### config.mk
export PLATFORM = sky130hd
export DESIGN_NAME = mux_sel_arbiter_flat
export DESIGN_NICKNAME = d
export VERILOG_FILES = /design/src/rtl/mux_sel_arbiter_if.sv /design/src/rtl/mux_sel_arbiter.sv /design/src/flat_wrapper.sv
export SDC_FILE = /design/constraint.sdc
export NUM_CORES = 1
export LEC_CHECK = 0
export ABC_AREA = 1
export BUFFER_PORTS_ARGS = -buffer_cell sky130_fd_sc_hd__buf_2
export CAP_MARGIN = 5
export CELL_PAD_IN_SITES_DETAIL_PLACEMENT = 1
export CELL_PAD_IN_SITES_GLOBAL_PLACEMENT = 1
export CORE_AREA = 5 5 45 47
export CTS_CLUSTER_SIZE = 24
export DETAILED_ROUTE_END_ITERATION = 16
export DIE_AREA = 0 0 50 52
export PLACE_DENSITY_LB_ADDON = 0.1
export SLEW_MARGIN = 25
export SYNTH_ARGS = -nofsm -noshare
export SYNTH_HDL_FRONTEND = slang
export SYNTH_SLANG_ARGS = --single-unit
### constraint.sdc
create_clock -name clk -period 1.35 [get_ports clk]
set_input_delay 0.2025 -clock clk [delete_from_list [all_inputs] [get_ports clk]]
set_output_delay 0.2025 -clock clk [all_outputs]
set_load 0.005 [all_outputs]
### src/rtl/mux_sel_arbiter_if.sv
// Request/grant bundle between the two mux sources and the select arbiter.
// The requesters use the master modport. The arbiter uses the slave modport.
interface mux_sel_arbiter_if;
    logic req_a;
    logic req_b;
    logic sel;
    logic gnt_a;
    logic gnt_b;
    logic out_valid;

    modport master (
        output req_a,
        output req_b,
        input  sel,
        input  gnt_a,
        input  gnt_b,
        input  out_valid
    );

    modport slave (
        input  req_a,
        input  req_b,
        output sel,
        output gnt_a,
        output gnt_b,
        output out_valid
    );
endinterface

### src/rtl/mux_sel_arbiter.sv
// Round-robin, burst-bounded arbiter that drives the select of a 2:1 mux (sel=0 routes A).
// Define ARB_STATS_EN to add the per-source grant-cycle counters gnt_cnt_a/gnt_cnt_b.
module mux_sel_arbiter #(
    parameter int unsigned MAX_BURST = 4,
    parameter int unsigned CNT_W     = 4
) (
    input  logic               clk,
    input  logic               rst,
    mux_sel_arbiter_if.slave   bus
`ifdef ARB_STATS_EN
    ,
    output logic [15:0]        gnt_cnt_a,
    output logic [15:0]        gnt_cnt_b
`endif
);

    typedef enum logic [1:0] {IDLE, GNT_A, GNT_B} state_e;

    localparam logic [CNT_W-1:0] CNT_MAX = CNT_W'(MAX_BURST - 1);

    state_e           state_q, state_d;
    logic [CNT_W-1:0] cnt_q, cnt_d;
    logic             last_b_q, last_b_d;
    logic             sel_q, sel_d;
    logic             enter_a, enter_b;

    always_comb begin
        // NOTE: every signal gets a default before the case statement. A path that leaves one unassigned would infer a latch.
        state_d  = state_q;
        cnt_d    = cnt_q;
        last_b_d = last_b_q;
        sel_d    = sel_q;
        enter_a  = 1'b0;
        enter_b  = 1'b0;

        unique case (state_q)
            IDLE: begin
                if (bus.req_a && (!bus.req_b || last_b_q)) enter_a = 1'b1;
                else if (bus.req_b)                        enter_b = 1'b1;
            end
            GNT_A: begin
                if (!bus.req_a) begin
                    if (bus.req_b) enter_b = 1'b1;
                    else           state_d = IDLE;
                end else if (bus.req_b && cnt_q == CNT_MAX) begin
                    enter_b = 1'b1;
                end else if (cnt_q != CNT_MAX) begin
                    cnt_d = cnt_q + CNT_W'(1);
                end
            end
            GNT_B: begin
                if (!bus.req_b) begin
                    if (bus.req_a) enter_a = 1'b1;
                    else           state_d = IDLE;
                end else if (bus.req_a && cnt_q == CNT_MAX) begin
                    enter_a = 1'b1;
                end else if (cnt_q != CNT_MAX) begin
                    cnt_d = cnt_q + CNT_W'(1);
                end
            end
            default: state_d = IDLE;
        endcase

        // Entering a grant restarts the burst and records the owner for the next tie-break.
        if (enter_a) begin
            state_d  = GNT_A;
            cnt_d    = '0;
            sel_d    = 1'b0;
            last_b_d = 1'b0;
        end else if (enter_b) begin
            state_d  = GNT_B;
            cnt_d    = '0;
            sel_d    = 1'b1;
            last_b_d = 1'b1;
        end
    end

    // NOTE: sequential state uses non-blocking assignments, so every register samples the pre-edge values.
    always_ff @(posedge clk) begin
        if (rst) begin
            state_q  <= IDLE;
            cnt_q    <= '0;
            last_b_q <= 1'b1;
            sel_q    <= 1'b0;
        end else begin
            state_q  <= state_d;
            cnt_q    <= cnt_d;
            last_b_q <= last_b_d;
            sel_q    <= sel_d;
        end
    end

    assign bus.sel       = sel_q;
    assign bus.gnt_a     = (state_q == GNT_A);
    assign bus.gnt_b     = (state_q == GNT_B);
    assign bus.out_valid = (state_q != IDLE);

`ifdef ARB_STATS_EN
    logic [15:0] gnt_cnt_a_q, gnt_cnt_b_q;

    always_ff @(posedge clk) begin
        if (rst) begin
            gnt_cnt_a_q <= '0;
            gnt_cnt_b_q <= '0;
        end else begin
            gnt_cnt_a_q <= gnt_cnt_a_q + {15'd0, state_q == GNT_A};
            gnt_cnt_b_q <= gnt_cnt_b_q + {15'd0, state_q == GNT_B};
        end
    end

    assign gnt_cnt_a = gnt_cnt_a_q;
    assign gnt_cnt_b = gnt_cnt_b_q;
`endif

endmodule

### src/flat_wrapper.sv
// flat-port wrapper written by rule: the top's interface ports become plain ports
module mux_sel_arbiter_flat 
#(
    parameter int unsigned MAX_BURST = 4,
    parameter int unsigned CNT_W     = 4
)
  (clk, rst, bus_req_a, bus_req_b, bus_sel, bus_gnt_a, bus_gnt_b, bus_out_valid);
  mux_sel_arbiter_if bus_i ();
  input  logic clk;
  input  logic rst;
  input wire logic [$bits(bus_i.req_a)-1:0] bus_req_a;
  input wire logic [$bits(bus_i.req_b)-1:0] bus_req_b;
  output wire logic [$bits(bus_i.sel)-1:0] bus_sel;
  output wire logic [$bits(bus_i.gnt_a)-1:0] bus_gnt_a;
  output wire logic [$bits(bus_i.gnt_b)-1:0] bus_gnt_b;
  output wire logic [$bits(bus_i.out_valid)-1:0] bus_out_valid;
  assign bus_i.req_a = bus_req_a;
  assign bus_i.req_b = bus_req_b;
  assign bus_sel = bus_i.sel;
  assign bus_gnt_a = bus_i.gnt_a;
  assign bus_gnt_b = bus_i.gnt_b;
  assign bus_out_valid = bus_i.out_valid;
  mux_sel_arbiter #(.MAX_BURST(MAX_BURST), .CNT_W(CNT_W)) u_core (.clk(clk), .rst(rst), .bus(bus_i));
endmodule
Yosys cells after proc, flatten, opt, wreduce, memory -nomap -nowiden. Cells that the tools add are included.

Register bits: 8. Bits of input ports: 4. Output and inout bits: 4. Word-level logic and storage cells: 63.

Add/subtract/negate cells: 1. Equality and inequality tests: 18. Multiplexer cells: 25. Reduce and logical (&&, ||, !) cells: 14.

Operators by type and width (count): 4-bit two-way mux (5); 4-bit by 2-bit inequality test with 1-bit output, second input constant (5); 5-bit AND reduction (3); 3-bit by 2-bit inequality test with 1-bit output, second input constant (4); 1-bit two-way mux (11); 2-bit two-way mux (5); 2-bit inequality test, second input constant (4); 4-bit case mux with 2 select lines (1); 2-bit case mux with 3 select lines (1); 2-bit nonzero test (3); 4-bit by 1-bit adder with 4-bit output, second input constant (1); 4-bit by 2-bit == test with 1-bit output, second input constant (1); 1-bit case mux with 2 select lines (2); 1-bit logical AND (3); 3-bit by 1-bit inequality test with 1-bit output, second input constant (1); 3-bit OR reduction (1); 2-bit by 1-bit == test with 1-bit output, second input constant (1); 2-bit == test, second input constant (1); 2-bit zero test (1); 2-bit by 1-bit inequality test with 1-bit output, second input constant (1); 2-bit OR reduction (1); 1-bit zero test (1); 1-bit logical OR (1).

Longest topological paths before layout. Gate-level depths: netlist (run 1).

Depth in word-level cells: 7. Mapped depth: 11. Gate-level depth less buffers: 11.

Worst setup path after synthesis (run 1). OpenSTA, ideal clock, no wires.

Path kind: reg-to-reg. Start point: register u_core.state_q[1]. End point: register u_core.cnt_q[2]. Arrival: 1.120 ns. Data required time: 1.241 ns. Slack: 0.121 ns. Cell stages (with the launch flop): 10. Path buffers: 0. Period minus slack after synthesis: 1.229 ns. Cells stage by stage: dfxtp_1 > inv_1 > ha_1 > nand2_1 > and3_2 > nand2_4 > nand2_1 > nand2_1 > nand2_1 > inv_1.

Cells in the longest elaborated chain, start to end: 3. Elaborated cells on any way between the ends: 13. Classes of those cells: eq/ne (6); mux (3); reduce/logical (4).

RTL lines: start: declaration (RTL line mux_sel_arbiter.sv:21) `state_e state_q, state_d;`; start signal: assignment (RTL line mux_sel_arbiter.sv:86) `state_q <= state_d;`; 2-bit by 1-bit == test with 1-bit output (*); named net bus_gnt_a (RTL line flat_wrapper.sv:14) `output wire logic [$bits(bus_i.gnt_a)-1:0] bus_gnt_a;`; 2-bit inequality test (no line) (tied with other cells); 5-bit AND reduction (no line) or 3-bit OR reduction (tied branches); end signal: assignment (RTL line mux_sel_arbiter.sv:87) `cnt_q <= cnt_d;`; end: declaration (RTL line mux_sel_arbiter.sv:22) `logic [CNT_W-1:0] cnt_q, cnt_d;`.

The timed path passes the listed nets; every way through them passes the cells marked *. A chain may end at the register's enable or synchronous reset.

Worst setup path after layout (run 1).
Start point: register u_core.state_q[1]. End point: register u_core.cnt_q[0].

Cells in the longest elaborated chain, start to end: 3. Elaborated cells on any way between the ends: 13. Classes of those cells: eq/ne (6); mux (3); reduce/logical (4).

RTL lines: 2-bit == test (tied with other cells) (RTL line mux_sel_arbiter.sv:36) `unique case (state_q)`; 2-bit inequality test (no line) (tied with other cells); 5-bit AND reduction (no line) or 3-bit OR reduction (tied branches).

Parallel ways exist; a longest one is shown, timed or not.

==> run summary, run 1 <==
The number of hold violations in the final report came out at 0. The min-delay analysis places its worst path in the category primary input to flip-flop. The critical path is of the flip-flop to flip-flop type. The worst setup path is captured at a flip-flop. The clock tree from TritonCTS is built.

The delay of the slowest cell on the worst path came out at ~0.37 ns. After clock tree synthesis, the clock-pin slew on the worst setup and hold paths is about 0.05 ns. The leakage power summed over all cells came out at 0.400 nW. In the finished design, the share of the clock period the worst path needs comes to 0.932. The placeable core region is ~1600 µm². Across every metal layer, demand over resource in global routing totals 0.118. The maximum level of the CTS H-tree came out at 1. The total number of vias is approximately 550. The number of antenna violations at the first check in global routing is 0.

The fraction of final layout cells with drive strength greater than 1 came out at 0.485. The wire length reported by the detailed router came out at 1350 µm. The count of buffers added on input and output ports is 7. The global-route wire length before repair came out at 2360 µm. The largest individual stage delay along the critical path comes from the cell sky130_fd_sc_hd__dfxtp_4. The worst clock skew came out at ~0.004 ns. The number of nets handed over by synthesis was 88. The arrival time at the worst endpoint is 1.45 ns. The register area share after synthesis came out at 0.296. The deepest clock path buffer count came out at 2. Leaving out fill and tap cells, the most frequent cell in the layout is sky130_fd_sc_hd__nand2_1. CTS placed an instance of sky130_fd_sc_hd__clkbuf_4 at the clock tree root. The clock sink count is 8.

The number of placement rows came out at 15. For this block, the initial DRC count from the detailed router was 9. The routed via count divided by cell count came out at 4.80. Setup violations remaining at the end of the flow were counted as 0.

In this design, the largest share of critical-path delay is due to simple AND/OR/NAND/NOR gates. The first detailed-routing pass took 4 iterations. The ratio of total power to cell area is 997 nW/µm². The cell count after synthesis came out at 80. The placer congestion estimate is 0.781.

Entering global routing, the biggest net connects 7 pins. The shortest clock period the worst path allows after layout is 1.26 ns. The number of buffer and inverter instances along the worst setup path came out at 4. Setup repair after global routing could not meet its margin everywhere. The full die area is approximately 2600 µm². The setup TNS is 0 ns. The number of primary I/O pins is 8. Across the run, the number of max-cap violations was 0.

Once detailed placement completed, the half-perimeter wirelength came to 1090 µm. In the layout the commonest cells are sky130_fd_sc_hd__nand2_1 (17), sky130_fd_sc_hd__inv_1 (11), sky130_fd_sc_hd__nand2_2 (9), sky130_fd_sc_hd__buf_2 (7). In this run, CTS created clock tree buffers numbering 3. The highest ir drop seen on vdd came out at 563 µV. The netlist area before placement came out at ~540 µm².

The die is ~52 µm tall. The die width is about 50 µm. In the routed design, unresolved DRC markers number 0. The largest fanout on the critical path came out at 4. The number of placed instances with taps included is 108. The filler-free cell count of the finished design is 114. For the worst-skew pair, the clock arrives at the later sink with an insertion delay of 0.25 ns. The number of antenna-violating nets in the routed design is 0. The data required time at the worst endpoint is 1.54 ns.

The highest attainable clock frequency is 0.795 GHz. The effective utilization at floorplan came out at 0.336. The run finished with clean final reports.

The worst setup path is launched from a flip-flop. After detailed routing, the average wire length per cell comes to approximately 12 µm. The fraction of the core area covered by cells at the end of the flow is 0.487. The antenna cell count came out at 0. Measured against its own limit, the worst slew margin works out to 0.853. The post-synthesis area per instance is 6.77 µm². The count of pins over their slew limit is 0. The net count of the finished layout is 107. The number of synthesized register bits came out at 8. Walking the worst path, the cells encountered are inv_4 -> ha_4 -> nand2_1 -> inv_1 -> nand2_2 -> nand2_4 -> inv_2 -> nand2_2 -> nor2_4 -> nand2_1 -> inv_1. The distinct cell type count after synthesis is 20. The number of synthesis warnings came out at 0. The via count of the first global-routing pass was roughly 570.

Summed over all layers, the global routing overflow is 0. At the pin with the least slew margin, the transition time is approximately 0.22 ns. The total power of the final layout is approximately 780 µW.

The layout-stage area growth over the synthesis result is 45.0%.
## path summary, 6_finish.rpt
path                startpoint                end  slack, ns  cells past startpoint
min                        rst  u_core.state_q[0]       0.12                      2
max          u_core.state_q[1]    u_core.cnt_q[0]       0.09                     11
min reg2reg     u_core.bus.sel     u_core.bus.sel       0.48                      2
max reg2reg  u_core.state_q[1]    u_core.cnt_q[0]       0.09                     11
## kinds of logic after synthesis
group | Yosys count | synth area share
DFF | 8 | 0.296
adders and majority gates | 4 | 0.0924
AOI/OAI and AO/OA | 7 | 0.0878
xor gates and xnor gates | 2 | 0.0323
buffers and inverters | 15 | 0.104
and+or+nand+nor | 44 | 0.388
## Yosys cell counts (all sizes together)
cell,n,area [µm²]
nor2,7,33.8
nand2,29,131
and3,1,7.51
a21boi,1,7.51
xor2,1,8.76
xnor2,1,8.76
o21ai,3,18.8
nand3,6,30.0
o211ai,1,7.51
a21oi,2,13.8
dfxtp,8,160
nand3b,1,7.51
inv,15,56.3
ha,4,50.1
## per-stage QoR
stage          hold slack (ns)  cell area (µm²)  setup slack, ns
2_1_floorplan            0.265              542            0.121
3_3_place_gp             0.381              628          0.00107
3_5_place_dp             0.388              628        -0.000806
4_1_cts                  0.109              657          0.00462
5_1_grt                  0.119              786          -0.0206
6_report                 0.117              786           0.0918
## sequential cells by signal, indices dropped and copies added (netlist names)
| signal | flops |
|---|---|
| u_core.bus.sel | 1 |
| u_core.state_q | 2 |
| u_core.last_b_q | 1 |
| u_core.cnt_q | 4 |
## timing repair
item | CTS | global route
hold endpoints to repair | 0 | 0
pin swaps | 0 | 10
hold buffers | 0 | 0
buffers inserted | 0 | 3
setup endpoints to repair | 4 | 8
resized for setup | 2 | 29
## report_power, final
group          leakage, nW  switching (mW)  internal (mW)
clock               0.0138          0.0787          0.102
sequential          0.0679          0.0254          0.260
combinational        0.318           0.169          0.148
total                0.400           0.273          0.510
## final cells by class
| class | count | area (µm²) |
|---|---|---|
| Multi-Input combinational cell | 57 | 408 |
| Inverter | 15 | 61.3 |
| Fill cell | 212 | 828 |
| Tap cell | 17 | 21.3 |
| Clock buffer | 3 | 22.5 |
| Timing Repair Buffer | 14 | 100 |
| Sequential cell | 8 | 173 |
## layer usage
layer / routed length [µm] / vias to the layer above / track usage
li1: - / 280 / -
met1: 635 / 250 / 0.140
met2: 621 / 13 / 0.195
met3: 54 / 4 / 0.0143
met4: 36 / 0 / 0.0786
met5: 0 / - / 0
Note: power is estimated with default switching activity, not from simulation.
==> run 2, diff against run 1 <==
--- a/config.mk
+++ b/config.mk
@@ -8,13 +8,10 @@
 export ABC_AREA = 1
 export BUFFER_PORTS_ARGS = -buffer_cell sky130_fd_sc_hd__buf_2
 export CAP_MARGIN = 5
-export CELL_PAD_IN_SITES_DETAIL_PLACEMENT = 1
-export CELL_PAD_IN_SITES_GLOBAL_PLACEMENT = 1
-export CORE_AREA = 5 5 45 47
+export CORE_AREA = 2 2 39 41
 export CTS_CLUSTER_SIZE = 24
 export DETAILED_ROUTE_END_ITERATION = 16
-export DIE_AREA = 0 0 50 52
-export PLACE_DENSITY_LB_ADDON = 0.1
+export DIE_AREA = 0 0 41 43
 export SLEW_MARGIN = 25
 export SYNTH_ARGS = -nofsm -noshare
 export SYNTH_HDL_FRONTEND = slang
==> run summary, run 2 (same netlist as run 1, synthesis figures left out) <==
The launch point of the worst hold path is rst. The vertical extent of the die came out at 43 µm. The highest attainable clock frequency came out at 0.779 GHz.

The critical path class is flip-flop to output port. Across every metal layer, demand over resource in global routing totals 0.129. The worst-path cell with the longest stage delay is sky130_fd_sc_hd__dfxtp_1. The root buffer cell chosen for the clock tree is sky130_fd_sc_hd__clkbuf_4. The initial detailed-routing violation count is 5. The headroom to the max-slew limit is 0.851.

Setup repair after global routing could not meet its margin everywhere. The part of the cycle the worst path needs came out at 0.951. The deepest clock path buffer count came out at 2. The shortest clock period the worst path allows after layout is 1.28 ns. STA puts the critical path data required time at 1.15 ns. In this run the power density over the cells is 1060 nW/µm². The worst register-to-register path begins at u_core.state_q[0]. The final layout contains routed wiring with a total length of around 1000 µm. Measured in cells, the most critical reg-to-reg path has a length of 8.

The slew at the pin closest to its max-slew limit is about 0.22 ns. The average wire length per cell after detail routing is between 9 and 10 µm. The number of maximum-capacitance violations is 0.

The kind of start point of the critical path is a flip-flop. The count of hold buffers inserted by post-cts repair is 0. The DRC violation count after routing came out at 0.

The leakage power summed over all cells is ~0.36 nW. At the end of the flow the core is filled with cells to 0.473. The placer congestion estimate came out at 0.774. Leaving out fill and tap cells, the most frequent cell in the layout is sky130_fd_sc_hd__nand2_1.

The total number of vias came out at approximately 490. The number of hold violations in the final report came out at 0. The fraction of final layout cells with drive strength greater than 1 is 0.330. The most frequent cell on the critical path is sky130_fd_sc_hd__inv_1. For this design the top-level I/O count stands at 8. Compared with the post-synthesis result, the final layout area differs by 20.8%. The register with the most flip-flops in the layout has 4 of them. Grouping stages by cell kind, the critical path spends the most delay in flip-flops.

The core region is 1380 µm². The final non-filler cell area is 654 µm². The number of antenna-violating nets in the routed design is 0. The flow ran to the end, and the final reports show no timing, DRC or antenna violations.

The clock drives 8 sinks. In the layout the commonest cells are sky130_fd_sc_hd__nand2_1 (21), sky130_fd_sc_hd__inv_1 (14), sky130_fd_sc_hd__nand2_2 (7), sky130_fd_sc_hd__buf_2 (7). For this run, the slowest stage of the critical path takes 0.35 ns. The effective utilization at floorplan came out at 0.392. The count of pins over their slew limit is 0. After clock tree synthesis, the clock-pin slew on the worst setup and hold paths is 0.05 ns. The final count of negative-setup-slack endpoints is 0. After floorplanning, the core was divided into 14 placement rows. The routed via count divided by cell count came out at 4.59. VDD sags by at most 662 µV. The floorplan step set the die width to 41 µm. The arrival time at the worst endpoint is 1.08 ns. u_core.cnt_q holds more flip-flops than any other register. The number of clock buffers inserted by TritonCTS came out at 3. 0 antenna diodes ended up in the layout.

The largest registers in the layout are u_core.cnt_q: 4 flops, u_core.state_q: 2 flops. The insertion delay of the later-clocked pin in the worst-skew pair is 0.24 ns. The final HPWL from detailed placement came out at 783 µm. In this run the critical register-to-register path is captured at u_core.cnt_q[1]. The via count of the first global-routing pass is ~420.

After global routing the overflow that remains totals 0. Buffers placed on the I/O ports in this run total 7. The worst setup path is captured at an output port. The clock tree from TritonCTS is built. The worst hold path terminates at u_core.state_q[0]. The maximum level of the CTS H-tree came out at 1. The minimum setup slack among reg-to-reg paths came out at 0.07 ns. The largest fanout on the critical path is 3. The number of iterations in the first detailed-routing pass is 3. In the final design database the tool counted 101 nets. The worst clock skew is 0.00313 ns.

The post-detailed-placement cell area is 604 µm². The number of buffer and inverter instances along the worst setup path is 3. The signal on the critical path passes through inv_1 -> ha_1 -> inv_1 -> buf_2. Entering global routing, the biggest net connects 7 pins. The global-route wire length before repair is 1520 µm. The type of the tightest min-delay check is primary input to flip-flop. The number of antenna violations at the first check in global routing is 0.

The full die area came out at 1760 µm². Along the worst hold path, the cell count comes to 2.
run 2: changes by cell type in the layout (fill, tap and decap cells not counted), sizes merged:
cell,previous run,this run
buf,14,8
run 2: area by class of cell:
cell class                      count  area, µm²
Fill cell                         148        729
Multi-Input combinational cell     57        349
Sequential cell                     8        164
Inverter                           15       56.3
Timing Repair Buffer                8       42.5
Clock buffer                        3       22.5
Tap cell                           16       20.0
run 2: where the power goes:
part / leakage, nW / internal, mW / switching, mW / total, mW
logic: 0.275 / 0.105 / 0.142 / 0.248
clock network: 0.0138 / 0.101 / 0.0713 / 0.172
registers: 0.0667 / 0.260 / 0.0164 / 0.276
run 2: worst reg2reg max path: cells and delay by family, from the launching register on:
kind          cells  cell delay [ns]
flops             1             0.35
buf+inv           2             0.10
fa+ha+maj         1             0.28
simple gates      5             0.44
run 2: stage by stage:
| stage | power, mW | hold slack, ns | TNS [ns] | setup slack (ns) | instances |
|---|---|---|---|---|---|
| 6_report | 0.696 | 0.127 | 0 | 0.0662 | 107 |
| 5_1_grt | 0.749 | 0.124 | -0.0206 | -0.0141 | 107 |
| 4_1_cts | 0.691 | 0.116 | 0 | 0.0149 | 107 |
| 3_5_place_dp | 0.512 | 0.379 | 0 | 0.0266 | 104 |
| 3_3_place_gp | 0.511 | 0.379 | 0 | 0.0380 | 104 |
| 2_1_floorplan | 0.449 | 0.265 | 0 | 0.121 | 80 |
run 2: per-layer routing:
| metal | part of all wire | GRT usage | vias to the layer above | wire length [µm] |
|---|---|---|---|---|
| li1 | - | - | 266 | - |
| met1 | 0.49 | 0.160 | 217 | 493 |
| met2 | 0.46 | 0.181 | 6 | 461 |
| met3 | 0.036 | 0.0157 | 2 | 36 |
| met4 | 0.017 | 0.120 | 0 | 17 |
| met5 | 0 | 0 | - | 0 |
run 2: what timing repair did:
action                     in CTS  in global routing
resized for setup               0                  9
buffers inserted                0                  0
setup endpoints to repair       0                  6
run 2: how the worst max path moves through the flow:
| stage | start | end | slack [ns] | cells after the start |
|---|---|---|---|---|
| final | u_core.state_q[0] | bus_out_valid | 0.07 | 4 |
| after global routing | u_core.state_q[1] | u_core.cnt_q[0] | -0.01 | 11 |
| after CTS | u_core.state_q[1] | u_core.cnt_q[3] | 0.01 | 9 |
| after detailed placement | u_core.state_q[1] | u_core.cnt_q[1] | 0.03 | 9 |
| after global placement | u_core.state_q[1] | u_core.cnt_q[0] | 0.04 | 9 |
| after floorplan | u_core.state_q[1] | u_core.cnt_q[2] | 0.12 | 9 |
==> run 3, diff against run 2 <==
==> constraint.sdc (replaced) <==
create_clock -name clk -period 1.05 [get_ports clk]
set_input_delay 0.1575 -clock clk [delete_from_list [all_inputs] [get_ports clk]]
set_output_delay 0.1575 -clock clk [all_outputs]
set_load 0.005 [all_outputs]
==> run summary, run 3 (same netlist as run 1, synthesis figures left out) <==
The critical path in this run is classified as flip-flop to flip-flop. Max-cap violations in this run came to 0. For this run, design rule violations remaining after detail routing come to 0. The placer congestion estimate came out at between 0.7 and 0.8. After clock tree synthesis, the clock-pin slew on the worst setup and hold paths is 0.05 ns. The number of clock buffers inserted by TritonCTS is 3. The sequential share of power is 0.359.

The deepest clock path buffer count came out at 2. Compared with the post-synthesis result, the final layout area differs by 49.7%. The delay of the slowest cell on the worst path is 0.36 ns. The worst-path cell with the longest stage delay is sky130_fd_sc_hd__dfxtp_4. The global-route wire length before repair came out at about 1900 µm. The placed instances occupy a cell area of 673 µm². The final reports fail on negative setup slack. The run finished, with violations left. The number of antenna violations at the first check in global routing came to 0. Setup violations remaining at the end of the flow were counted as 11.

In the final layout, the registers with the most flip-flops are u_core.cnt_q: 4 flops, u_core.state_q: 2 flops. Counting every sink on the clock net gives 8. The initial utilization of the core area, before any placement, comes to 0.392.

The area of combinational cells with multiple inputs is 412 µm². Setup repair after global routing could not meet its margin everywhere. The fraction of the core area covered by cells at the end of the flow came out at 0.586. The most frequent cell on the critical path is sky130_fd_sc_hd__nand2_1. The die width is 41 µm.

Global routing finished with a remaining overflow of 0. Detailed routing inserted a total of between 500 and 600 vias. In this run the number of H-tree levels came out at 1. The antenna cell count is 0. In the final layout, flip-flops and latches occupy around 170 µm².

Ranked by flip-flop count, first place goes to u_core.cnt_q. Summed over all layers, the routed wires come to 1110 µm. The net count of the finished layout is 109. The internal power contribution is about 670 µW. The shortest clock period the worst path allows after layout is between 1 and 1.5 ns.

In this run the power density over the cells is 1260 nW/µm². STA classifies the critical path startpoint as a flip-flop. The clock tree from TritonCTS is built. The routed via count divided by cell count came out at around 4.6. During I/O placement, the number of pins put on the boundary was 8. After detailed routing, the average wire length per cell comes to 9.68 µm. The number of antenna-violating nets in the routed design is 0.

The full die area came out at 1760 µm². The floorplan has 14 rows. The total routing resource utilization after global routing came out at 0.161. In this run the tool buffered the top-level ports with 7 buffer cells. The switching power summed over all nets came out at 352 µW. The data required time at the worst endpoint came out at around 1.2 ns.

The finished cells cover ~810 µm². From bottom edge to top edge, the die measures 43 µm. The initial detailed-routing violation count came out at 8. The worst setup path is captured at a flip-flop.

Along the worst path, the maximum fanout reaches 5. In the final layout, the share of cells above drive strength 1 is 0.505. For the final database, setup skew stands at 0.00497 ns. The headroom to the max-slew limit is 0.857. The number of hold buffers added after CTS was 0. The number of iterations in the first detailed-routing pass came out at 2. The setup TNS is -1.87 ns.

The combinational share of power came out at 0.423. The pin count of the biggest net entering global routing is 7. The cell chosen for the clock root is sky130_fd_sc_hd__clkbuf_4. Based on the critical path, the design can be clocked at up to 0.789 GHz.

The type of the tightest min-delay check is primary input to flip-flop. The region available for standard cell placement spans 1380 µm². The net switching fraction of the power came out at 0.344. The register with the most flip-flops in the layout has 4 of them.

After layout, the worst setup slack is -0.218 ns. The insertion delay of the later-clocked pin in the worst-skew pair is 0.25 ns. The top cell types in the final layout, fill and taps aside, are sky130_fd_sc_hd__nand2_1 (20), sky130_fd_sc_hd__inv_1 (10), sky130_fd_sc_hd__buf_4 (7), sky130_fd_sc_hd__nand3_1 (6).

The highest ir drop seen on vdd is 907 µV. Walking the worst path, the cells encountered are inv_2 -> ha_1 -> and3_4 -> nand2_4 -> nand2_1 -> nand2_1 -> nand2_1 -> inv_1. For the pin with the worst max-slew slack, the measured transition is 0.214 ns.

The arrival time at the worst endpoint came out at roughly 1.4 ns. The via count of the first global-routing pass came out at 494. The part of the cycle the worst path needs came out at 1.21. The leakage power summed over all cells came out at 0.415 nW.

The number of hold violations in the final report is 0. The count of pins over their slew limit is 0. Leaving out fill and tap cells, the most frequent cell in the layout is sky130_fd_sc_hd__nand2_1. The proportion of power drawn by the clock network is 0.218. The number of fill cells in the layout is 127. The final HPWL from detailed placement is 859 µm.
-- run 3: cell count changes in the layout (fill, tap and decap cells not counted), sizes merged --
| cell | previous run | this run |
|---|---|---|
| buf | 8 | 16 |
-- run 3: worst max-delay path, delay by kind of cell, from the launching register on --
family	cells	cell delay, ns
buffers and inverters	2	0.08
adders and majority gates	1	0.28
and+or+nand+nor	5	0.43
DFF	1	0.36
-- run 3: cell type report --
class,instances,share of cell area
repair buffers,16,0.151
clock buffers,3,0.0278
flip-flops and latches,8,0.210
multi-input cells,57,0.508
inverters,15,0.0787
well taps,16,0.0247
-- run 3: power by group through the flow --
stage | registers (mW) | clock network [mW] | logic, mW
finish | 0.367 | 0.224 | 0.433
global route | 0.371 | 0.248 | 0.484
CTS | 0.360 | 0.242 | 0.335
detailed placement | 0.366 | 0 | 0.333
global placement | 0.364 | 0 | 0.331
floorplan | 0.362 | 0 | 0.232
-- run 3: metal layers --
layer | global-route usage | wire [µm] | up-vias | share of wire
li1 | - | - | 283 | -
met1 | 0.206 | 550 | 234 | 0.49
met2 | 0.228 | 517 | 6 | 0.46
met3 | 0.0157 | 30 | 2 | 0.027
met4 | 0.140 | 15 | 0 | 0.013
met5 | 0 | 0 | - | 0
-- run 3: metrics by stage --
step | hold slack [ns] | power [mW] | setup WS, ns | instances
finish | 0.0699 | 1.02 | -0.218 | 115
global route | 0.0718 | 1.10 | -0.313 | 115
CTS | 0.0587 | 0.937 | -0.204 | 113
detailed placement | 0.331 | 0.699 | -0.189 | 110
global placement | 0.324 | 0.695 | -0.185 | 110
floorplan | 0.213 | 0.594 | -0.0935 | 80
-- run 3: timing repair --
action                     4_1_cts  5_1_grt
cloned                           0        0
setup buffers                    0        2
pin swaps                        1       13
resized for setup                1       27
setup endpoints to repair       11       11
-- run 3: final timing paths --
path	to	cells after the start	from	slack, ns
worst max-delay path	u_core.cnt_q[2]	8	u_core.state_q[0]	-0.22
worst min-delay path	u_core.state_q[0]	2	rst	0.07
worst max register to register	u_core.cnt_q[2]	8	u_core.state_q[0]	-0.22
worst min register to register	u_core.bus.sel	2	u_core.bus.sel	0.48
